--- src/rtl/usb_burst_rw_sequencer.sv ---
// usb_burst_rw_sequencer: host-side command sequencer for the flash-drive host.
// Each command issues one address OUT and then len data IN/OUT transactions.
// Any transaction that fails is re-issued up to MAX_RETRY times.
// wr_ready pulses in the same cycle that the captured word goes out with trans_start.
// The write source should present word k and hold it until it sees the wr_ready for word k.
module usb_burst_rw_sequencer #(
    parameter int DATA_W    = 64,
    parameter int PAGE_W    = 16,
    parameter int BURST_MAX = 4,
    parameter int MAX_RETRY = 3,
    parameter int ADDR_ENDP = 4,
    parameter int DATA_ENDP = 8,
    parameter int LEN_W     = $clog2(BURST_MAX + 1)
) (
    input  logic              clock,
    input  logic              reset,
    input  logic              read_start,
    input  logic              write_start,
    input  logic [PAGE_W-1:0] mempage,
    input  logic [LEN_W-1:0]  burst_len,
    input  logic [DATA_W-1:0] wr_data,
    output logic              wr_ready,
    output logic [DATA_W-1:0] rd_data,
    output logic              rd_valid,
    output logic              busy,
    output logic              finished,
    output logic              success,
    output logic [7:0]        retries,
    output logic              trans_start,
    output logic              trans_is_in,
    output logic [3:0]        trans_endp,
    output logic [DATA_W-1:0] trans_data,
    input  logic              trans_done,
    input  logic              trans_success,
    input  logic [DATA_W-1:0] trans_rd_data
);
    localparam int              RC_W    = $clog2(MAX_RETRY + 2);
    localparam logic [RC_W-1:0] RC_MAX  = RC_W'(MAX_RETRY);
    localparam logic [LEN_W-1:0] LEN_MAX = LEN_W'(BURST_MAX);
    localparam logic [3:0]      EP_ADDR = 4'(ADDR_ENDP);
    localparam logic [3:0]      EP_DATA = 4'(DATA_ENDP);

    typedef enum logic [2:0] {
        S_IDLE, S_ADDR_ISSUE, S_ADDR_WAIT, S_DATA_ISSUE, S_DATA_WAIT, S_DONE
    } state_t;

    state_t            state_q, state_d;
    logic              is_wr_q, is_wr_d;
    logic [LEN_W-1:0]  len_q, len_d;
    logic [LEN_W-1:0]  word_cnt_q, word_cnt_d;
    logic [RC_W-1:0]   rc_q, rc_d;
    logic              wr_ready_q, wr_ready_d;
    logic [DATA_W-1:0] rd_data_q, rd_data_d;
    logic              rd_valid_q, rd_valid_d;
    logic              busy_q, busy_d;
    logic              finished_q, finished_d;
    logic              success_q, success_d;
    logic [7:0]        retries_q, retries_d;
    logic              trans_start_q, trans_start_d;
    logic              trans_is_in_q, trans_is_in_d;
    logic [3:0]        trans_endp_q, trans_endp_d;
    logic [DATA_W-1:0] trans_data_q, trans_data_d;

    // helper strobes shared by several state branches
    logic              issue_word;
    logic              retry_now;
    logic              end_cmd;
    logic              end_ok;
    logic [LEN_W-1:0]  word_nxt;

    assign wr_ready    = wr_ready_q;
    assign rd_data     = rd_data_q;
    assign rd_valid    = rd_valid_q;
    assign busy        = busy_q;
    assign finished    = finished_q;
    assign success     = success_q;
    assign retries     = retries_q;
    assign trans_start = trans_start_q;
    assign trans_is_in = trans_is_in_q;
    assign trans_endp  = trans_endp_q;
    assign trans_data  = trans_data_q;

    assign word_nxt = word_cnt_q + LEN_W'(1);

    // next-state and next-output logic; issue outputs are set on entry to *_ISSUE
    always_comb begin
        state_d       = state_q;
        is_wr_d       = is_wr_q;
        len_d         = len_q;
        word_cnt_d    = word_cnt_q;
        rc_d          = rc_q;
        wr_ready_d    = 1'b0;
        rd_data_d     = rd_data_q;
        rd_valid_d    = 1'b0;
        finished_d    = 1'b0;
        success_d     = success_q;
        retries_d     = retries_q;
        trans_start_d = 1'b0;
        trans_is_in_d = trans_is_in_q;
        trans_endp_d  = trans_endp_q;
        trans_data_d  = trans_data_q;
        issue_word    = 1'b0;
        retry_now     = 1'b0;
        end_cmd       = 1'b0;
        end_ok        = 1'b0;

        case (state_q)
            S_IDLE: begin
                if (read_start || write_start) begin
                    is_wr_d       = ~read_start;
                    len_d         = (burst_len == '0) ? LEN_W'(1) :
                                    (burst_len > LEN_MAX) ? LEN_MAX : burst_len;
                    word_cnt_d    = '0;
                    rc_d          = '0;
                    retries_d     = '0;
                    success_d     = 1'b0;
                    trans_start_d = 1'b1;
                    trans_is_in_d = 1'b0;
                    trans_endp_d  = EP_ADDR;
                    trans_data_d  = {mempage, {(DATA_W-PAGE_W){1'b0}}};
                    state_d       = S_ADDR_ISSUE;
                end
            end
            S_ADDR_ISSUE: state_d = S_ADDR_WAIT;
            S_ADDR_WAIT: begin
                if (trans_done) begin
                    if (trans_success) begin
                        rc_d       = '0;
                        issue_word = 1'b1;
                    end else if (rc_q < RC_MAX) begin
                        retry_now = 1'b1;
                        state_d   = S_ADDR_ISSUE;
                    end else begin
                        end_cmd = 1'b1;
                    end
                end
            end
            S_DATA_ISSUE: state_d = S_DATA_WAIT;
            S_DATA_WAIT: begin
                if (trans_done) begin
                    if (trans_success) begin
                        rc_d       = '0;
                        word_cnt_d = word_nxt;
                        if (!is_wr_q) begin
                            rd_data_d  = trans_rd_data;
                            rd_valid_d = 1'b1;
                        end
                        if (word_nxt == len_q) begin
                            end_cmd = 1'b1;
                            end_ok  = 1'b1;
                        end else begin
                            issue_word = 1'b1;
                        end
                    end else if (rc_q < RC_MAX) begin
                        retry_now = 1'b1;
                        state_d   = S_DATA_ISSUE;
                    end else begin
                        end_cmd = 1'b1;
                    end
                end
            end
            S_DONE:  state_d = S_IDLE;
            default: state_d = S_IDLE;
        endcase

        // first issue of a data word: a write captures a fresh word and acknowledges it
        if (issue_word) begin
            state_d       = S_DATA_ISSUE;
            trans_start_d = 1'b1;
            trans_endp_d  = EP_DATA;
            trans_is_in_d = ~is_wr_q;
            if (is_wr_q) begin
                trans_data_d = wr_data;
                wr_ready_d   = 1'b1;
            end
        end
        // a retry re-sends the held payload unchanged
        if (retry_now) begin
            trans_start_d = 1'b1;
            rc_d          = rc_q + RC_W'(1);
            retries_d     = (retries_q == 8'hFF) ? retries_q : retries_q + 8'd1;
        end
        if (end_cmd) begin
            state_d    = S_DONE;
            finished_d = 1'b1;
            success_d  = end_ok;
        end

        busy_d = (state_d != S_IDLE);
    end

    // state and registered outputs
    always_ff @(posedge clock or posedge reset) begin
        if (reset) begin
            state_q       <= S_IDLE;
            is_wr_q       <= 1'b0;
            len_q         <= '0;
            word_cnt_q    <= '0;
            rc_q          <= '0;
            wr_ready_q    <= 1'b0;
            rd_data_q     <= '0;
            rd_valid_q    <= 1'b0;
            busy_q        <= 1'b0;
            finished_q    <= 1'b0;
            success_q     <= 1'b0;
            retries_q     <= '0;
            trans_start_q <= 1'b0;
            trans_is_in_q <= 1'b0;
            trans_endp_q  <= '0;
            trans_data_q  <= '0;
        end else begin
            state_q       <= state_d;
            is_wr_q       <= is_wr_d;
            len_q         <= len_d;
            word_cnt_q    <= word_cnt_d;
            rc_q          <= rc_d;
            wr_ready_q    <= wr_ready_d;
            rd_data_q     <= rd_data_d;
            rd_valid_q    <= rd_valid_d;
            busy_q        <= busy_d;
            finished_q    <= finished_d;
            success_q     <= success_d;
            retries_q     <= retries_d;
            trans_start_q <= trans_start_d;
            trans_is_in_q <= trans_is_in_d;
            trans_endp_q  <= trans_endp_d;
            trans_data_q  <= trans_data_d;
        end
    end

endmodule

--- config.mk ---
export PLATFORM = sky130hd
export DESIGN_NAME = usb_burst_rw_sequencer
export DESIGN_NICKNAME = d
export VERILOG_FILES = /design/src/rtl/usb_burst_rw_sequencer.sv
export SDC_FILE = /design/constraint.sdc
export NUM_CORES = 1
export LEC_CHECK = 0
export CAP_MARGIN = 40
export CORE_AREA = 2 2 131 133
export DETAILED_ROUTE_END_ITERATION = 8
export DIE_AREA = 0 0 133 135
export GPL_TIMING_DRIVEN = 0
export HOLD_SLACK_MARGIN = 0.02
export PLACE_DENSITY = 0.81
export SETUP_SLACK_MARGIN = 0.3
export SYNTH_ARGS = -nofsm -noshare
export SYNTH_HDL_FRONTEND = slang
export SYNTH_SLANG_ARGS = --single-unit
--- constraint.sdc ---
create_clock -name clock -period 7.86 [get_ports clock]
set_clock_uncertainty 0.15 [all_clocks]
set_input_delay 1.965 -clock clock [delete_from_list [all_inputs] [get_ports clock]]
set_output_delay 1.965 -clock clock [all_outputs]
set_load 0.02 [all_outputs]
==> flow_metrics.env <==
export IMPL_status="complete, no violations"
export IMPL_ys_seq_elements=158
export IMPL_core_sq_um=16400
export IMPL_power_density_nw_per_um2=363
export IMPL_pre_cts_slack_ns=3.15
export IMPL_post_drt_wl_per_cell_um=17.1
export IMPL_die_area_sq_um=18000
export IMPL_drv_cap=0
export IMPL_async_flop_share_pct=100
export IMPL_crit_type="in -> reg"
export IMPL_io_pins=300
export IMPL_grt_remaining_overflow=0
export IMPL_first_iter_violations=176
export IMPL_startpoint_type="input port"
export IMPL_final_cell_mix="296 x clkdlybuf4s50_1, 158 x dfrtp_1, 96 x mux2_2"
export IMPL_htree_levels=4
export IMPL_yosysSeqAreaShare_pct=58.2
export IMPL_grt_start_max_net_pins=84
export IMPL_cts_path_max_buffers=2
export IMPL_postCtsSetupBuffers=0
export IMPL_hp_class="reg -> reg"
export IMPL_tns_ns=0
export IMPL_initial_core_util_pct=41.4
export IMPL_ff2ff_setup_slack_ns=5.26
export IMPL_cts_num_sinks=158
export IMPL_final_common_cell="clkdlybuf4s50_1"
export IMPL_path_clk_slew_ns=0.06
export IMPL_vdd_ir_drop_worst_mv=0.194
export IMPL_ctsHoldBuffers=0
export IMPL_dr_pass1_iters=5
export IMPL_worst_slack_ns=3.75
export IMPL_totalWireLength_um=18800
export IMPL_syn_area_sq_um=6790
export IMPL_finalHoldViolCount=0
export IMPL_nNetsFinal=1021
export IMPL_critPathArrivalTime_ns=4.30
export IMPL_avgSynthCellArea_sq_um=12.4
export IMPL_setup_viol=0
export IMPL_slew_violations=0
export IMPL_fin_crit_sh_pct=52.3
export IMPL_cts_buffers=17
export IMPL_postCtsResizedCells=0
export IMPL_final_layout_size_suffix_gt1_share_pct=17.7
export IMPL_placedCellCount=1066
export IMPL_antenna_found_initial=1
export IMPL_timing_critical_path_required_ns=8.05
export IMPL_synth_main_ff_cell="dfrtp_1"
export IMPL_grt_pass1_wl_um=29300
export IMPL_hpwl_um=14000
export IMPL_tritoncts="built"
export IMPL_fmax_ghz=0.243
export IMPL_clk_latency_ns=0.42
export IMPL_grt_total_usage_pct=21.3
export IMPL_synth_cell_types=48
export IMPL_rows=47
export IMPL_vias=5296
export IMPL_stdcell_area_sq_um=10700
export IMPL_holdWs_ns=0.337
export IMPL_ant_nets=0
export IMPL_synthCells=548
export IMPL_routed_via_density=4.82
export IMPL_leakage_nw=5.10
export IMPL_place_port_buffers=296
export IMPL_rsz0062_at_grt="no"
export IMPL_syn2layout_area_growth_pct=57.5
export IMPL_synth_edf_count=0
export IMPL_fin_cells=1099
export IMPL_end_kind="flip-flop"
export IMPL_placed_area_sq_um=10100
export IMPL_yosys_warnings=0
export IMPL_crit_fanout=10
export IMPL_drc_errors=0
export IMPL_fillerInstances=1261
export IMPL_first_global_vias=5421
export IMPL_die_x_um=133
export IMPL_utilization_pct=65.2
export IMPL_power_mw=3.88
export IMPL_die_h_um=135
export IMPL_timing_slew_headroom_pct=42.3
export IMPL_gp_congestion=0.815
export IMPL_tightest_slew_ns=0.858
export IMPL_cts_root_buf="clkbuf_16"
export IMPL_period_needed_ns=4.11
## final timing paths
path | startpoint | end | depth (start not counted)
worst max-delay path | write_start | trans_data[18] | 6
worst min-delay path | trans_endp[3] | trans_endp[3] | 2
worst max register to register | state_q[2] | trans_data[18] | 7
worst min register to register | trans_endp[3] | trans_endp[3] | 2
max in group asynchronous | reset | state_q[2] | 3
min in group asynchronous | reset | rd_data[32] | 2
## critical path, cell delays in order
cell and delay (ns):
clkdlybuf4s50_1 0.49, o21ai_1 0.58, clkbuf_1 0.57, buf_1 0.42, nand2_1 0.12, mux2i_1 0.15
## layout make-up
cell class	count	area, sq um	area share [%]
Sequential cell	158	3950	37.0
Timing Repair Buffer	297	2990	28.0
Multi-Input combinational cell	306	2460	23.0
Clock buffer	21	470	4.40
Tap cell	220	275	2.57
Inverter	56	218	2.04
Buffer	29	169	1.58
Clock inverter	11	155	1.45
Antenna cell	1	2.50	0.0234
## cells in the mapped netlist (2+ instances only)
| library cell | instances | area share [%] |
|---|---|---|
| o21ai_0 | 5 | 0.37 |
| nand2_1 | 69 | 3.8 |
| nor2_1 | 10 | 0.55 |
| buf_2 | 9 | 0.66 |
| ha_1 | 3 | 0.55 |
| a21oi_1 | 10 | 0.74 |
| nand4_1 | 5 | 0.46 |
| nor2b_1 | 2 | 0.18 |
| inv_1 | 56 | 3.1 |
| buf_4 | 13 | 1.4 |
| nor3b_1 | 3 | 0.33 |
| nand3_1 | 7 | 0.52 |
| dfrtp_1 | 158 | 58 |
| clkbuf_1 | 4 | 0.22 |
| or4b_1 | 2 | 0.29 |
| nor3_1 | 6 | 0.44 |
| o311ai_0 | 2 | 0.26 |
| mux2_2 | 96 | 16 |
| nand2b_1 | 2 | 0.18 |
| o31ai_1 | 4 | 0.44 |
| a211o_1 | 2 | 0.26 |
| o211ai_1 | 2 | 0.22 |
| buf_1 | 3 | 0.17 |
| o41ai_1 | 2 | 0.26 |
| mux2i_1 | 50 | 7.4 |
## cell families (layout without fill, tap and decap cells)
| logic type | after synthesis | in the layout | synth area share, % |
|---|---|---|---|
| other cells | 1 | 3 | 0.0552 |
| flops | 158 | 158 | 58.2 |
| xor+xnor | 4 | 4 | 0.829 |
| mux | 146 | 146 | 23.3 |
| fa+ha+maj | 3 | 3 | 0.553 |
| buf+inv | 85 | 414 | 5.58 |
| compound gates | 37 | 37 | 3.70 |
| simple gates | 114 | 114 | 7.79 |
## registers in the layout, indices dropped and copies added, names as in the netlist, 2 cells and up
name,count
rd_data,64
trans_data,64
retries,8
len_q,3
rc_q,3
state_q,3
word_cnt_q,3
trans_endp,2
## routing by layer
layer | up-vias | part of all wire [%] | GRT usage, %
met4 | 0 | 3.0 | 9.92
li1 | 2501 | - | -
met3 | 33 | 8.1 | 6.91
met5 | - | 0 | 0
met1 | 2532 | 39 | 24.4
met2 | 230 | 50 | 36.4
## report_power, final
part,switching (mW),leakage (nW),internal [mW]
combinational,0.847,2.72,0.884
clock,0.339,0.310,0.530
sequential,0.164,2.07,1.12
total,1.35,5.10,2.53
Power figures use the tool's default switching activity.
